### src/rtl/pipe_hazard_ctrl.sv
// -----------------------------------------------------------------------------
// pipe_hazard_ctrl
//   Hazard controller for the 5-stage core. Sits beside decode and keeps a
//   small shadow record of the instructions now in EX and MEM. From these
//   records and the instruction in ID it produces:
//     - the EX-stage operand forwarding selects (registered as ID enters EX)
//     - the load-use stall (hold PC and IF/ID, bubble into ID/EX)
//     - the shared-RAM structural stall (hold PC, bubble into IF/ID)
//     - the redirect flush (bubble IF/ID and ID/EX)
//   It also keeps saturating stall and flush performance counters.
//
// Ports
//   clk          in   1      clock, rising edge
//   rst          in   1      synchronous reset, active-high
//   id_valid     in   1      ID holds a real instruction
//   id_rs_a      in   REG_W  ID source A (NONE_ID if unused)
//   id_rs_b      in   REG_W  ID source B / store-data reg (NONE_ID if unused)
//   id_b_imm     in   1      ID operand B is an immediate
//   id_rd        in   REG_W  ID destination (NONE_ID if no write)
//   id_load      in   1      ID is a load
//   id_mem       in   1      ID accesses data RAM (load or store)
//   ex_redirect  in   1      EX resolved a jump / taken branch
//   fwd_a        out  2      operand A select: 00 reg, 01 ALU result, 10 WB data
//   fwd_b        out  2      operand B select, same encoding
//   fwd_w        out  2      store-data select, same encoding
//   pc_hold      out  1      PC keeps its value
//   ifid_hold    out  1      IF/ID keeps its value
//   ifid_bubble  out  1      IF/ID loads a NOP
//   idex_bubble  out  1      ID/EX loads a NOP
//   stall_cnt    out  CNT_W  cycles spent in a load-use or structural stall
//   flush_cnt    out  CNT_W  redirects taken
// -----------------------------------------------------------------------------
module pipe_hazard_ctrl #(
  parameter int               REG_W   = 4,
  parameter logic [REG_W-1:0] NONE_ID = {REG_W{1'b1}},
  parameter int               CNT_W   = 16
) (
  input  logic             clk,
  input  logic             rst,
  input  logic             id_valid,
  input  logic [REG_W-1:0] id_rs_a,
  input  logic [REG_W-1:0] id_rs_b,
  input  logic             id_b_imm,
  input  logic [REG_W-1:0] id_rd,
  input  logic             id_load,
  input  logic             id_mem,
  input  logic             ex_redirect,
  output logic [1:0]       fwd_a,
  output logic [1:0]       fwd_b,
  output logic [1:0]       fwd_w,
  output logic             pc_hold,
  output logic             ifid_hold,
  output logic             ifid_bubble,
  output logic             idex_bubble,
  output logic [CNT_W-1:0] stall_cnt,
  output logic [CNT_W-1:0] flush_cnt
);

  // Shadow records of the EX and MEM stage instructions
  logic             ex_v;
  logic [REG_W-1:0] ex_rd;
  logic             ex_load;
  logic             ex_mem;
  logic             mem_v;
  logic [REG_W-1:0] mem_rd;
  logic             mem_mem;

  logic             lu;
  logic             st;
  logic             stall_event;
  logic [1:0]       sel_a;
  logic [1:0]       sel_b;
  logic [1:0]       sel_w;

  // A load's data is not ready until it leaves MEM, so a load in EX never
  // supplies the ALU bypass; its consumer stalls and later takes the WB path.
  function automatic logic [1:0] fwd_sel(
    input logic [REG_W-1:0] src,
    input logic             e_v,
    input logic             e_load,
    input logic [REG_W-1:0] e_rd,
    input logic             m_v,
    input logic [REG_W-1:0] m_rd
  );
    logic [1:0] sel;
    sel = 2'b00;
    if (e_v && !e_load && (e_rd != NONE_ID) && (src == e_rd)) begin
      sel = 2'b01;
    end else if (m_v && (m_rd != NONE_ID) && (src == m_rd)) begin
      sel = 2'b10;
    end
    return sel;
  endfunction

  // Hazard detection from the current records and the ID instruction
  always_comb begin
    lu = ex_v && ex_load && (ex_rd != NONE_ID) &&
         ((ex_rd == id_rs_a) || (ex_rd == id_rs_b));
    st = mem_v && mem_mem;
    stall_event = (lu || st) && !ex_redirect;
  end

  // Pipeline control: redirect beats load-use, which beats the RAM conflict.
  // On a RAM conflict only fetch is blocked; the ID instruction still advances.
  always_comb begin
    pc_hold     = 1'b0;
    ifid_hold   = 1'b0;
    ifid_bubble = 1'b0;
    idex_bubble = 1'b0;
    if (!rst) begin
      if (ex_redirect) begin
        ifid_bubble = 1'b1;
        idex_bubble = 1'b1;
      end else if (lu) begin
        pc_hold     = 1'b1;
        ifid_hold   = 1'b1;
        idex_bubble = 1'b1;
      end else if (st) begin
        pc_hold     = 1'b1;
        ifid_bubble = 1'b1;
      end
    end
  end

  // Forwarding selects for the ID instruction, captured as it enters EX.
  // Store data always comes through source B even when B is an immediate.
  always_comb begin
    sel_a = fwd_sel(id_rs_a, ex_v, ex_load, ex_rd, mem_v, mem_rd);
    sel_w = fwd_sel(id_rs_b, ex_v, ex_load, ex_rd, mem_v, mem_rd);
    sel_b = id_b_imm ? 2'b00 : sel_w;
  end

  // Stage records, forwarding registers and saturating counters
  always_ff @(posedge clk) begin
    if (rst) begin
      ex_v      <= 1'b0;
      ex_rd     <= NONE_ID;
      ex_load   <= 1'b0;
      ex_mem    <= 1'b0;
      mem_v     <= 1'b0;
      mem_rd    <= NONE_ID;
      mem_mem   <= 1'b0;
      fwd_a     <= 2'b00;
      fwd_b     <= 2'b00;
      fwd_w     <= 2'b00;
      stall_cnt <= '0;
      flush_cnt <= '0;
    end else begin
      mem_v   <= ex_v;
      mem_rd  <= ex_rd;
      mem_mem <= ex_mem;

      if (idex_bubble || !id_valid) begin
        ex_v    <= 1'b0;
        ex_rd   <= NONE_ID;
        ex_load <= 1'b0;
        ex_mem  <= 1'b0;
        fwd_a   <= 2'b00;
        fwd_b   <= 2'b00;
        fwd_w   <= 2'b00;
      end else begin
        ex_v    <= 1'b1;
        ex_rd   <= id_rd;
        ex_load <= id_load;
        ex_mem  <= id_mem;
        fwd_a   <= sel_a;
        fwd_b   <= sel_b;
        fwd_w   <= sel_w;
      end

      if (stall_event && (stall_cnt != {CNT_W{1'b1}})) begin
        stall_cnt <= stall_cnt + 1'b1;
      end
      if (ex_redirect && (flush_cnt != {CNT_W{1'b1}})) begin
        flush_cnt <= flush_cnt + 1'b1;
      end
    end
  end

endmodule

### config.mk
export PLATFORM = sky130hd
export DESIGN_NAME = pipe_hazard_ctrl
export DESIGN_NICKNAME = d
export VERILOG_FILES = /design/src/rtl/pipe_hazard_ctrl.sv
export SDC_FILE = /design/constraint.sdc
export NUM_CORES = 1
export LEC_CHECK = 0
export ABC_AREA = 1
export ABC_CLOCK_PERIOD_IN_PS = 2950
export CORE_UTILIZATION = 25
export CTS_CLUSTER_DIAMETER = 40
export DETAILED_ROUTE_END_ITERATION = 12
export PLACE_DENSITY = 0.52
export SLEW_MARGIN = 20
export SYNTH_ARGS = -nofsm -noshare
export SYNTH_HDL_FRONTEND = slang
export SYNTH_SLANG_ARGS = --single-unit
export TNS_END_PERCENT = 5
### constraint.sdc
create_clock -name clk -period 2.95 [get_ports clk]
set_input_delay 0.59 -clock clk [delete_from_list [all_inputs] [get_ports clk]]
set_output_delay 0.59 -clock clk [all_outputs]
set_load 0.1 [all_outputs]
==> impl_results.md, run 1 <==
- Placement Cell Area: 3320 µm²
- Post-synth EDFFs: 0
- CP Data Arrival Time: 2.15 ns
- Register area share after synthesis: 0.383
- Buf/Inv on CP: 3
- Synth warnings: 0
- Slowest cell on crit path: clkdlybuf4s50_1
- DR WL/cell: 10.8 µm
- CTS Buf Count: 5
- Critical-path cell list: clkdlybuf4s50_1 > inv_1 > nand2_1 > nand2_1 > nor2_1 > nand2_1 > nand2_2 > nand2_1 > a21oi_1 > buf_12
- Mapped Nets: 406
- Commonest cells in the netlist: nand2_1, nor2_1, dfxtp_1, inv_1, nand3_1
- Clock transition at path regs: 0.09 ns
- First-iteration detailed-routing DRC count: 80
- Most numerous cell in the Yosys netlist: nand2_1
- Inst Count DP: 573
- Worst VDD drop: 0.162 mV
- CP peak stage delay: 0.52 ns
- Worst EP required: 2.36 ns
- Share of cells above drive strength 1: 0.178
- DR pass1 iterations: 4
- Fillers: 1,122
- Final period util: 0.928
- Reg2reg start: flush_cnt[0]$_SDFFE_PP0P_
- Die area: 11,100 µm²
- Post-Synth XOR/XNOR Area: 0.0525
- Grt ovf: 0
- CP dominant cell by count: nand2_1
- Critical path class: in -> out
- First-pass GRT wire length: 10,700 µm
- Post-Synth Adder-Cell Area: 0.00938
- WHS Endpoint: mem_mem$_SDFF_PP0_
- Clock Skew: 0.0109 ns
- Total negative slack: 0 ns
- WHS: 0.413 ns
- Slew headroom: 0.707
- Simple-gate portion of the synthesized area: 0.376
- Initial antenna violation count: 0
- Fin. max-slew vios: 0
- Synth top area cells: dfxtp_1, nand2_1, nor2_1
- Largest family of logic cells by synthesized area: simple AND/OR/NAND/NOR gates
- Floorplan row count: 37
- Post-CTS Setup Inserts: 0
- Cells after synthesis: 385
- Synth async-reset ratio: 0
- Final Util: 0.333
- Core ar.: 10,300 µm²
- Final Instance Area: 3430 µm²
- Family with the most delay on the worst path: buffers and inverters
- Clock sink count: 51
- Initial core utilization: 0.258
- Syn avg cell area: 6.93 µm²
- Vias in the first global route: 2,364
- Synth Cell Area: 2670 µm²
- # diodes: 0
- Fmax: 365 MHz
- Worst hold-check path type: reg -> reg
- Placement Setup Slack: 0.208 ns
- # IOs: 61
- Nets: 465
- Pwr Total: 1.33 mW
- CTS HTree Levels: 2
- Netlist cell types: 39
- Die Wd: 105 µm
- Port-buffer cells: 60
- Max Cap Violations: 0
- GR Util All Layers: 0.118
- Die Ht: 105 µm
- DRC Markers: 0
- # hold bufs at CTS: 0
- HP Start: ex_mem$_SDFF_PP0_
- Gpl congestion: 0.835
- # setup viols final: 0
- Area fraction of the dominant cell type after synthesis: 0.383
- Routed Wire Length: 6280 µm
- Min Tclk post-route: 2.74 ns
- Final worst slack: 0.214 ns
- Clk buf depth: 2
- Crit path launch type: input pin
- Layout Cells excl Fill: 581
- P_leak: 1.48 nW
- Cts repair resizes: 0
- Vias: 2,511
- Pin count of the biggest net entering global routing: 33
- Status: finished, final reports clean
- Prevailing post-synth register cell: dfxtp_1
- CTS tree: built
- RSZ-0062 raised after global routing: false
- Via/cell ratio: 4.32
- Number of synthesized register bits: 51
- RR Endpoint: flush_cnt[0]$_SDFFE_PP0P_
- Hold depth: 2
- Area leader, netlist: dfxtp_1
- Root Driver: clkbuf_8
- Crit-path max FO: 3
- Cells on worst reg2reg path: 8
- Clk Latency, worst-skew pair: 0.30 ns
- Area Growth Syn to Fin: 28.8%
- Worst Tran Pin Value: 0.435 ns
- Cell Pwr Density: 387 nW/µm²
- Dpl hpwl: 4740 µm
- Fin. Hold Viols: 0
- CP Capture Type: primary output
- Synth Area in Compound Gates: 0.0769
- Worst R2R Setup Slack: 1.06 ns
- Routed Antenna Nets: 0
- Proportion of synthesized area in mux cells: 0
## sequential cells by signal, indices dropped and copies added, names as in the netlist, 2 cells and up
name,flops
fwd_w,2
stall_cnt,16
mem_rd,4
fwd_b,2
flush_cnt,16
fwd_a,2
ex_rd,4
## report_power, final
part / switching [mW] / internal, mW / total [mW]
clock network: 0.241 / 0.253 / 0.494
logic: 0.0834 / 0.0507 / 0.134
registers: 0.00739 / 0.695 / 0.702
## layout make-up
| class | instances | area (µm²) | area share |
|---|---|---|---|
| inverters | 51 | 194 | 0.0565 |
| well taps | 136 | 170 | 0.0495 |
| multi-input cells | 273 | 1380 | 0.401 |
| clock inverters | 3 | 43.8 | 0.0128 |
| clock buffers | 5 | 68.8 | 0.0200 |
| repair buffers | 62 | 561 | 0.163 |
| flip-flops and latches | 51 | 1020 | 0.297 |
## routing by layer
metal	share of wire	GRT usage	vias to the layer above
met5	0	0	-
met2	0.47	0.199	49
li1	-	-	1335
met3	0.040	0.0266	6
met4	0.016	0.0382	0
met1	0.48	0.150	1121
## worst register-to-register path, cell delays in order (launching register included)
cell,delay [ns]
dfxtp_1,0.45
ha_1,0.24
nand3_1,0.18
nor3_4,0.25
nand3b_2,0.14
nand2_4,0.19
inv_4,0.13
o21ai_0,0.16
a21oi_1,0.05
## worst max path at each step
stage	start	endpoint	slack, ns	cells past startpoint
global placement	id_rs_b[1]	idex_bubble	0.20	10
finish	id_rs_b[1]	idex_bubble	0.21	10
floorplan	id_rs_b[1]	idex_bubble	-0.15	8
CTS	id_rs_b[1]	idex_bubble	0.18	10
detailed placement	id_rs_b[1]	idex_bubble	0.21	10
global route	id_rs_b[1]	idex_bubble	0.05	10
## cell usage in the layout, fill, tap and decap left out, types with 5 or more instances in the layout
cell / n
a21oi_1: 24
buf_4: 40
clkbuf_8: 5
clkdlybuf4s50_1: 18
dfxtp_1: 51
inv_1: 45
inv_2: 5
nand2_1: 91
nand3_1: 37
nand4_1: 6
nor2_1: 55
nor3_1: 5
o21ai_0: 5
xor2_1: 12
## logic make-up (layout without fill, tap and decap cells)
logic type,count (synthesis),in the layout
compound gates,37,37
simple gates,218,218
xor+xnor,16,16
fa+ha+maj,2,2
buf+inv,61,121
flops,51,51
Power figures use the tool's default switching activity.
==> run 2: changes to the inputs <==
--- a/config.mk
+++ b/config.mk
@@ -7,10 +7,11 @@
 export LEC_CHECK = 0
 export ABC_AREA = 1
 export ABC_CLOCK_PERIOD_IN_PS = 2950
-export CORE_UTILIZATION = 25
+export CORE_UTILIZATION = 54
+export CTS_BUF_LIST = sky130_fd_sc_hd__clkbuf_16
 export CTS_CLUSTER_DIAMETER = 40
 export DETAILED_ROUTE_END_ITERATION = 12
-export PLACE_DENSITY = 0.52
+export PLACE_DENSITY = 0.91
 export SLEW_MARGIN = 20
 export SYNTH_ARGS = -nofsm -noshare
 export SYNTH_HDL_FRONTEND = slang
==> impl_results.md, run 2 (synthesized netlist as in run 1, its figures left out) <==
- Status: finished, final reports clean (unchanged)
- Most common cell after layout, fill and taps aside: nand2_1 (unchanged)
- First-pass GRT wire length: 9950 µm (was 10,700 µm)
- Placement Cell Area: 3240 µm² (was 3320 µm²)
- Clock sink count: 51 (unchanged)
- Cells on worst reg2reg path: 8 (unchanged)
- DR WL/cell: 11.6 µm (was 10.8 µm)
- Gpl congestion: 0.856 (was 0.835)
- Biggest regs: flush_cnt x16, stall_cnt x16 (unchanged)
- CTS tree: built (unchanged)
- Worst VDD drop: 0.283 mV (was 0.162 mV)
- Clock transition at path regs: 0.06 ns (was 0.09 ns)
- Critical path class: in -> out (unchanged)
- DRC Markers: 0 (unchanged)
- Final period util: 0.934 (was 0.928)
- Fin. Hold Viols: 0 (unchanged)
- Pwr Total: 1.39 mW (was 1.33 mW)
- # setup viols final: 0 (unchanged)
- Port-buffer cells: 60 (unchanged)
- CP dominant cell by count: nand2_1 (unchanged)
- Routed Wire Length: 5950 µm (was 6280 µm)
- Initial antenna violation count: 0 (unchanged)
- Die Wd: 72.3 µm (was 105 µm)
- CTS HTree Levels: 2 (unchanged)
- Floorplan row count: 25 (was 37)
- Initial core utilization: 0.565 (was 0.258)
- Share of cells above drive strength 1: 0.173 (was 0.178)
- Critical-path cell list: clkdlybuf4s50_1 > inv_1 > nand2_1 > nand2_1 > nor2_1 > nand2_1 > nand2_2 > nand2_1 > a21oi_1 > buf_12 (unchanged)
- Worst Tran Pin Value: 0.414 ns (was 0.435 ns)
- WHS: 0.408 ns (was 0.413 ns)
- Hold depth: 2 (unchanged)
- Fillers: 385 (was 1,122)
- Core ar.: 4720 µm² (was 10,300 µm²)
- # hold bufs at CTS: 0 (unchanged)
- Pin count of the biggest net entering global routing: 33 (unchanged)
- Area Growth Syn to Fin: 26.3% (was 28.8%)
- Most frequent cells in the layout: nand2_1, nor2_1, dfxtp_1 (unchanged)
- Nets: 465 (unchanged)
- Vias: 2,609 (was 2,511)
- RSZ-0062 raised after global routing: false (unchanged)
- Grt ovf: 0 (unchanged)
- CP peak stage delay: 0.53 ns (was 0.52 ns)
- Clock Skew: 0.00286 ns (was 0.0109 ns)
- Final Instance Area: 3370 µm² (was 3430 µm²)
- Worst hold-check path type: reg -> reg (unchanged)
- Root Driver: clkbuf_16 (was clkbuf_8)
- Cts repair resizes: 0 (unchanged)
- CP Data Arrival Time: 2.17 ns (was 2.15 ns)
- Vias in the first global route: 2,370 (was 2,364)
- Post-CTS Setup Inserts: 0 (unchanged)
- Slew headroom: 0.721 (was 0.707)
- Clk Latency, worst-skew pair: 0.29 ns (was 0.30 ns)
- # IOs: 61 (unchanged)
- Fmax: 363 MHz (was 365 MHz)
- Slowest cell on crit path: clkdlybuf4s50_1 (unchanged)
- Cell Pwr Density: 411 nW/µm² (was 387 nW/µm²)
- GR Util All Layers: 0.239 (was 0.118)
- Fin. max-slew vios: 0 (unchanged)
- Crit path launch type: input pin (unchanged)
- Max Cap Violations: 0 (unchanged)
- Dpl hpwl: 4390 µm (was 4740 µm)
- First-iteration detailed-routing DRC count: 158 (was 80)
- Routed Antenna Nets: 0 (unchanged)
- # diodes: 0 (unchanged)
- Crit-path max FO: 3 (unchanged)
- Worst EP required: 2.36 ns (about the same)
- Via/cell ratio: 5.11 (was 4.32)
- P_leak: 1.49 nW (was 1.48 nW)
- Clk buf depth: 2 (unchanged)
- CP Capture Type: primary output (unchanged)
- Die area: 5230 µm² (was 11,100 µm²)
- Final Util: 0.713 (was 0.333)
- Die Ht: 72.3 µm (was 105 µm)
- DR pass1 iterations: 4 (unchanged)
- Min Tclk post-route: 2.76 ns (was 2.74 ns)
- CTS Buf Count: 5 (unchanged)
run 2: area by class of cell:
type                            instances  area (µm²)  share of cell area
Tap cell                               67        83.8              0.0249
Sequential cell                        51        1020               0.303
Clock buffer                            5         125              0.0371
Timing Repair Buffer                   62         561               0.166
Clock inverter                          2        8.76             0.00260
Multi-Input combinational cell        273        1380               0.408
Inverter                               51         194              0.0576
run 2: layer usage:
| metal | share of wire | global-route usage |
|---|---|---|
| met5 | 0 | 0 |
| met4 | 0.034 | 0.109 |
| met3 | 0.051 | 0.0542 |
| met2 | 0.46 | 0.395 |
| met1 | 0.45 | 0.297 |
run 2: worst max-delay path: cells and delay by family:
kind | cells | cell delay, ns
and+or+nand+nor | 6 | 0.53
buffers and inverters | 3 | 0.79
AOI/OAI and AO/OA | 1 | 0.24
run 2: report_power, final:
| part | internal, mW | switching (mW) |
|---|---|---|
| logic | 0.0509 | 0.0841 |
| clock network | 0.305 | 0.243 |
| registers | 0.695 | 0.00758 |
| total | 1.05 | 0.335 |
run 2: stage by stage:
step	setup TNS (ns)	instances	worst slack, ns
final	0	511	0.195
after global routing	0	511	0.0421
after CTS	0	511	0.199
after detailed placement	0	504	0.219
after global placement	0	504	0.256
after floorplan	-0.149	385	-0.149
run 2: worst paths after layout:
path	start	to	slack [ns]
max	id_rs_b[1]	idex_bubble	0.19
min	ex_mem$_SDFF_PP0_	mem_mem$_SDFF_PP0_	0.41
max reg2reg	flush_cnt[0]$_SDFFE_PP0P_	flush_cnt[0]$_SDFFE_PP0P_	1.08
min reg2reg	ex_mem$_SDFF_PP0_	mem_mem$_SDFF_PP0_	0.41
